$ cat src/rtl/des_key_schedule_stream.sv
// DES round-key generator: PC-1 on Start, then streams 16 PC-2 subkeys over valid/ready.
// Define DES_KEY_PARITY_CHECK_EN to build the odd-parity check on the key bytes.
module des_key_schedule_stream #(
  parameter int NUM_ROUNDS = 16
) (
  input  logic        Clk,
  input  logic        nReset,
  input  logic        Start,
  input  logic        Decrypt,
  input  logic [63:0] Key,
  output logic        Busy,
  output logic        RoundKeyValid,
  input  logic        RoundKeyReady,
  output logic [47:0] RoundKey,
  output logic [3:0]  RoundIndex,
  output logic        Done,
  output logic        ParityError
);

  localparam int PC1 [56] = '{57, 49, 41, 33, 25, 17,  9,  1, 58, 50, 42, 34, 26, 18,
                              10,  2, 59, 51, 43, 35, 27, 19, 11,  3, 60, 52, 44, 36,
                              63, 55, 47, 39, 31, 23, 15,  7, 62, 54, 46, 38, 30, 22,
                              14,  6, 61, 53, 45, 37, 29, 21, 13,  5, 28, 20, 12,  4};
  localparam int PC2 [48] = '{14, 17, 11, 24,  1,  5,  3, 28, 15,  6, 21, 10,
                              23, 19, 12,  4, 26,  8, 16,  7, 27, 20, 13,  2,
                              41, 52, 31, 37, 47, 55, 30, 40, 51, 45, 33, 48,
                              44, 49, 39, 56, 34, 53, 46, 42, 50, 36, 29, 32};
  localparam logic [1:0] SHIFTS [16] = '{2'd1, 2'd1, 2'd2, 2'd2, 2'd2, 2'd2, 2'd2, 2'd2,
                                         2'd1, 2'd2, 2'd2, 2'd2, 2'd2, 2'd2, 2'd2, 2'd1};

  typedef enum logic [1:0] {S_IDLE, S_EMIT, S_DONE} state_t;

  // DES bit n (1-based, MSB first) lives at vector index WIDTH-n.
  function automatic logic [55:0] pc1(input logic [63:0] k);
    logic [55:0] r;
    r = '0;
    for (int j = 0; j < 56; j++) r[55-j] = k[64-PC1[j]];
    return r;
  endfunction

  function automatic logic [47:0] pc2(input logic [55:0] cd);
    logic [47:0] r;
    r = '0;
    for (int j = 0; j < 48; j++) r[47-j] = cd[56-PC2[j]];
    return r;
  endfunction

  function automatic logic [55:0] rot1(input logic [55:0] cd, input logic right);
    logic [27:0] c, d;
    c = cd[55:28];
    d = cd[27:0];
    if (right) return {c[0], c[27:1], d[0], d[27:1]};
    return {c[26:0], c[27], d[26:0], d[27]};
  endfunction

  state_t      state_q, state_d;
  logic [55:0] cd_q, cd_next;
  logic [3:0]  cnt_q;
  logic        dec_q;
  logic [1:0]  shift_amt;
  logic        last_hs;

  // Rotation is applied when the next key is built; the stalled key never rotates.
  always_comb begin
    shift_amt = SHIFTS[cnt_q];
    if (dec_q) shift_amt = (cnt_q == 4'd0) ? 2'd0 : SHIFTS[4'd0 - cnt_q];
    cd_next = cd_q;
    if (shift_amt != 2'd0) cd_next = rot1(cd_q, dec_q);
    if (shift_amt == 2'd2) cd_next = rot1(rot1(cd_q, dec_q), dec_q);
  end

  assign last_hs = RoundKeyValid && RoundKeyReady && (cnt_q == 4'(NUM_ROUNDS - 1));

  always_ff @(posedge Clk or negedge nReset) begin
    if (!nReset) state_q <= S_IDLE;
    else         state_q <= state_d;
  end

  always_comb begin
    state_d = state_q;
    case (state_q)
      S_IDLE:  if (Start) state_d = S_EMIT;
      S_EMIT:  if (last_hs) state_d = S_DONE;
      S_DONE:  state_d = S_IDLE;
      default: state_d = S_IDLE;
    endcase
  end

  always_ff @(posedge Clk or negedge nReset) begin
    if (!nReset) begin
      cd_q          <= '0;
      cnt_q         <= '0;
      dec_q         <= 1'b0;
      RoundKey      <= '0;
      RoundIndex    <= '0;
      RoundKeyValid <= 1'b0;
    end else begin
      case (state_q)
        S_IDLE: if (Start) begin
          cd_q  <= pc1(Key);
          dec_q <= Decrypt;
          cnt_q <= '0;
        end
        S_EMIT: if (!RoundKeyValid) begin
          cd_q          <= cd_next;
          RoundKey      <= pc2(cd_next);
          RoundIndex    <= dec_q ? 4'd15 - cnt_q : cnt_q;
          RoundKeyValid <= 1'b1;
        end else if (RoundKeyReady) begin
          RoundKeyValid <= 1'b0;
          cnt_q         <= cnt_q + 4'd1;
        end
        default: RoundKeyValid <= 1'b0;
      endcase
    end
  end

  assign Busy = (state_q != S_IDLE);
  assign Done = (state_q == S_DONE);

`ifdef DES_KEY_PARITY_CHECK_EN
  logic par_bad;
  always_comb begin
    par_bad = 1'b0;
    for (int b = 0; b < 8; b++) if (~^Key[8*b +: 8]) par_bad = 1'b1;
  end

  always_ff @(posedge Clk or negedge nReset) begin
    if (!nReset)                       ParityError <= 1'b0;
    else if (state_q == S_IDLE && Start) ParityError <= par_bad;
  end
`else
  assign ParityError = 1'b0;
`endif

endmodule

$ cat config.mk
export PLATFORM = sky130hd
export DESIGN_NAME = des_key_schedule_stream
export DESIGN_NICKNAME = d
export VERILOG_FILES = /design/src/rtl/des_key_schedule_stream.sv
export SDC_FILE = /design/constraint.sdc
export NUM_CORES = 1
export LEC_CHECK = 0
export CORE_MARGIN = 2
export CORE_UTILIZATION = 35
export CTS_BUF_LIST = sky130_fd_sc_hd__clkbuf_4
export CTS_CLUSTER_SIZE = 14
export DETAILED_ROUTE_END_ITERATION = 16
export PLACE_DENSITY_LB_ADDON = 0.3
export SETUP_SLACK_MARGIN = 0.4
export SKIP_CTS_REPAIR_TIMING = 1
export SYNTH_ARGS = -nofsm -noshare
export SYNTH_HDL_FRONTEND = slang
export SYNTH_SLANG_ARGS = --single-unit
$ cat constraint.sdc
create_clock -name Clk -period 3.19 [get_ports Clk]
set_clock_uncertainty 0.05 [all_clocks]
set_input_delay 0.4785 -clock Clk [delete_from_list [all_inputs] [get_ports Clk]]
set_output_delay 0.4785 -clock Clk [all_outputs]
set_load 0.02 [all_outputs]
==> summary by stage <==
Synth
Summing every instance area after synthesis gives 7260 µm². The synthesized netlist net count is 981. The proportion of synthesized chip area in sequential cells is 40.0%. The cell count after synthesis came out at 907. The distinct cell type count of the synthesized netlist is 48. Counting flops with an async set or reset pin after synthesis yields a share of 100%. The average cell area after synthesis is 8.00 µm².

The prevailing post-synth register cell is sky130_fd_sc_hd__dfrtp_1. The count of synthesis-stage warnings from yosys is 0. After synthesis the netlist holds a flip-flop and latch count of 116. Yosys mapped a number of flops with a built-in enable equal to 0.

Final layout
The sequential standard cell area is 2910 µm². The library cells used most frequently in the layout, excluding fill and tap cells, are sky130_fd_sc_hd__nand2_1 (162), sky130_fd_sc_hd__nor2_1 (120), sky130_fd_sc_hd__a31oi_1 (115), sky130_fd_sc_hd__dfrtp_1 (114), sky130_fd_sc_hd__clkdlybuf4s50_1 (114). The multi-input gate area in the final layout is 4040 µm².

The number of filler cells placed in the layout is 2078. The relative area change from synthesis to final layout is 25.9%. The most common library cell in the layout ignoring fill and taps is sky130_fd_sc_hd__nand2_1. Cells fill 45.0% of the core in the end. Once layout is complete, the cells apart from fillers number 1281. Cells with a size suffix above 1 make up 11.3% of the layout. The layout net count is 1071.

Routing
The first-pass iteration count of the detailed router is 8. The final routed DRC violation total is 0. The detail-routed net length per standard cell is 18.3 µm. The count of antenna-violating nets left after detailed routing is 0.

In the routed layout, each cell is associated on average with a via count of 5.66. After detailed routing, the total wire length is 23.4 mm. Across all layers, the routed design uses 7256 vias. For this block, the initial DRC count from the detailed router was 698.

Placement
Buffers placed on the I/O ports in this run total 115. In this run, placement finished with an instance count of 1242. The HPWL after detailed placement is 15.7 mm. At the end of routability-driven placement, the weighted congestion stood at 0.837.

Pwr
Summed over all cells, the static leakage comes to 3.56 nW. The sum of internal, switching and leakage power is 11.8 mW. IR analysis of the VDD net gives a maximum drop of 0.000613 V. The power per standard cell area is 1290 nW/µm².

STA
Setup violations remaining at the end of the flow were counted as 0. In the finished design, the share of the clock period the worst path needs comes to 82.8%. Setup repair after global routing left no endpoint under its margin. The transition time of the tightest slew-check pin is 0.859 ns. The time the final worst path needs with I/O delays and setup is 2.64 ns. The hold violation count in the final report is 0.

Adding up every negative setup slack in the final design gives 0 ns. The fmax is 379 MHz. Hold timing on the final database bottoms out at a slack of 0.419 ns. The max-slew violation total from the final report was 0.

Measured against its own limit, the worst slew margin works out to 42.7%.

Critical path
The setup slack of the most critical reg-to-reg path is 0.55 ns. The number of cells on the worst reg-to-reg path is 9. The endpoint identified for the worst register-to-register timing path is cd_q[34]$_DFFE_PN0P_.

At the worst endpoint, the required time is 3.59 ns. The data arrival time of the worst path is 3.04 ns. The kind of critical path is register to register.

The launching point of the worst reg2reg path is cnt_q[0]$_DFFE_PN0P_. The most critical setup path has its startpoint at cnt_q[0]$_DFFE_PN0P_. The worst setup path is launched from a register. The kind of capture point of the worst setup path is a register.

The capture point of the worst path is cd_q[34]$_DFFE_PN0P_. Along the worst path, the maximum fanout reaches 26.

Floorplanning
Measured along the x axis, the die boundary spans 148 µm. The floorplan step defined a die boundary enclosing 21900 µm². The number of primary I/O pins is 125. Measured along the y axis, the die boundary spans 148 µm. The initial cell density of the core is 35.8%.

The area of the placeable core is 20300 µm². The floorplan row count is 52.

Global routing
Global routing used 21.3% of the available tracks. The first-pass GRT wire length is 37.4 mm. The via count of the first global-routing pass is 6887.

The initial antenna violation count came to 1. The pin count of the biggest net entering global routing is 55. The remaining global-route overflow is 0.

CTS
The tree is rooted in a sky130_fd_sc_hd__clkbuf_4. The clock passes through at most 2 buffers. The H-tree level count is 4. TritonCTS built the clock tree. The number of buffers created by CTS is 17. For the worst-skew pair, the clock arrives at the later sink with an insertion delay of 0.57 ns. The clock transition at the registers of the reported paths is 0.13 ns. The CTS sink count is 116.

Worst hold path
In this run the worst hold path is classified as primary input to asynchronous set/reset pin.

Outcome
The run finished with clean final reports.

Job
Across the run, the number of max-cap violations was 0.
[cell families (layout without fill, tap and decap cells)]
group,count (synthesis),after routing,synth area share (%)
compound gates,326,327,27.6
mux,51,51,7.39
simple gates,321,321,18.0
fa+ha+maj,5,5,0.862
xor+xnor,4,4,0.483
flops,116,116,40.0
buf+inv,83,185,5.60
other cells,1,2,0.0517
[cell usage after synthesis (3+ instances only)]
library cell / number / area, µm²
sky130_fd_sc_hd__o221ai_1: 7 / 61.3
sky130_fd_sc_hd__dfrtp_1: 116 / 2900
sky130_fd_sc_hd__nand2_1: 162 / 608
sky130_fd_sc_hd__mux2_2: 14 / 158
sky130_fd_sc_hd__mux2i_1: 33 / 330
sky130_fd_sc_hd__clkbuf_1: 41 / 154
sky130_fd_sc_hd__a21oi_1: 109 / 546
sky130_fd_sc_hd__xnor2_1: 4 / 35.0
sky130_fd_sc_hd__inv_1: 6 / 22.5
sky130_fd_sc_hd__a21o_1: 7 / 52.6
sky130_fd_sc_hd__buf_4: 10 / 75.1
sky130_fd_sc_hd__buf_2: 22 / 110
sky130_fd_sc_hd__buf_6: 4 / 45.0
sky130_fd_sc_hd__a211oi_2: 3 / 37.5
sky130_fd_sc_hd__nor2b_1: 3 / 18.8
sky130_fd_sc_hd__nor2_2: 4 / 25.0
sky130_fd_sc_hd__nand2b_1: 7 / 43.8
sky130_fd_sc_hd__nor2_1: 121 / 454
sky130_fd_sc_hd__mux2_1: 3 / 33.8
sky130_fd_sc_hd__ha_1: 5 / 62.6
sky130_fd_sc_hd__a211oi_1: 5 / 37.5
sky130_fd_sc_hd__nor3_1: 13 / 65.1
sky130_fd_sc_hd__a31oi_1: 115 / 719
sky130_fd_sc_hd__o221a_2: 7 / 78.8
sky130_fd_sc_hd__o21ai_1: 4 / 20.0
sky130_fd_sc_hd__o21ai_0: 54 / 270
[layer usage]
layer  track usage, %  wire, µm  vias up
met5                0         0        -
met4             6.57       573        0
li1                 -         -     3430
met3             4.63      1730       41
met1             29.5     10200     3463
met2             33.4     11000      322
[how the worst min path moves through the flow]
stage / end / slack (ns) / cells past startpoint
global route: RoundKey[10]$_DFFE_PN0P_ / 0.45 / 2
detailed placement: RoundIndex[1]$_DFFE_PN0P_ / 0.43 / 2
global placement: RoundIndex[1]$_DFFE_PN0P_ / 0.42 / 2
finish: RoundKey[10]$_DFFE_PN0P_ / 0.42 / 2
CTS: RoundKey[3]$_DFFE_PN0P_ / -0.13 / 1
floorplan: RoundIndex[0]$_DFFE_PN0P_ / 0.13 / 0
[flip-flops by register name (all words and copies together), names as in the netlist]
signal	cells
state_q	2
RoundIndex	4
cd_q	56
RoundKey	48
RoundKeyValid	1
dec_q	1
cnt_q	4
[cell type report]
type	instances	area share, %
inverters	6	0.246
diodes	1	0.0274
well taps	270	3.70
clock inverters	15	2.49
flip-flops and latches	116	31.8
clock buffers	17	1.40
multi-input cells	709	44.1
repair buffers	147	16.2
[worst max-delay path, cell delays in order (launching register included)]
cell and delay [ns]:
sky130_fd_sc_hd__dfrtp_2 0.47, sky130_fd_sc_hd__buf_4 0.17, sky130_fd_sc_hd__ha_1 0.24, sky130_fd_sc_hd__mux2i_2 0.51, sky130_fd_sc_hd__o221ai_4 0.24, sky130_fd_sc_hd__buf_4 0.28, sky130_fd_sc_hd__o31ai_4 0.08, sky130_fd_sc_hd__buf_4 0.19
sky130_fd_sc_hd__o221ai_1 0.13, sky130_fd_sc_hd__o221a_2 0.16
[power by group]
| part | switching (mW) | internal, mW |
|---|---|---|
| Clock | 0.662 | 0.705 |
| Combinational | 4.32 | 2.96 |
| Sequential | 0.935 | 2.22 |
[metrics by stage]
step | worst slack (ns) | cell area [µm²]
floorplan | 0.801 | 7260
global route | 0.412 | 9140
CTS | 0.185 | 9060
global placement | 0.294 | 8710
detailed placement | 0.229 | 8710
finish | 0.549 | 9140
Power figures use the tool's default switching activity.
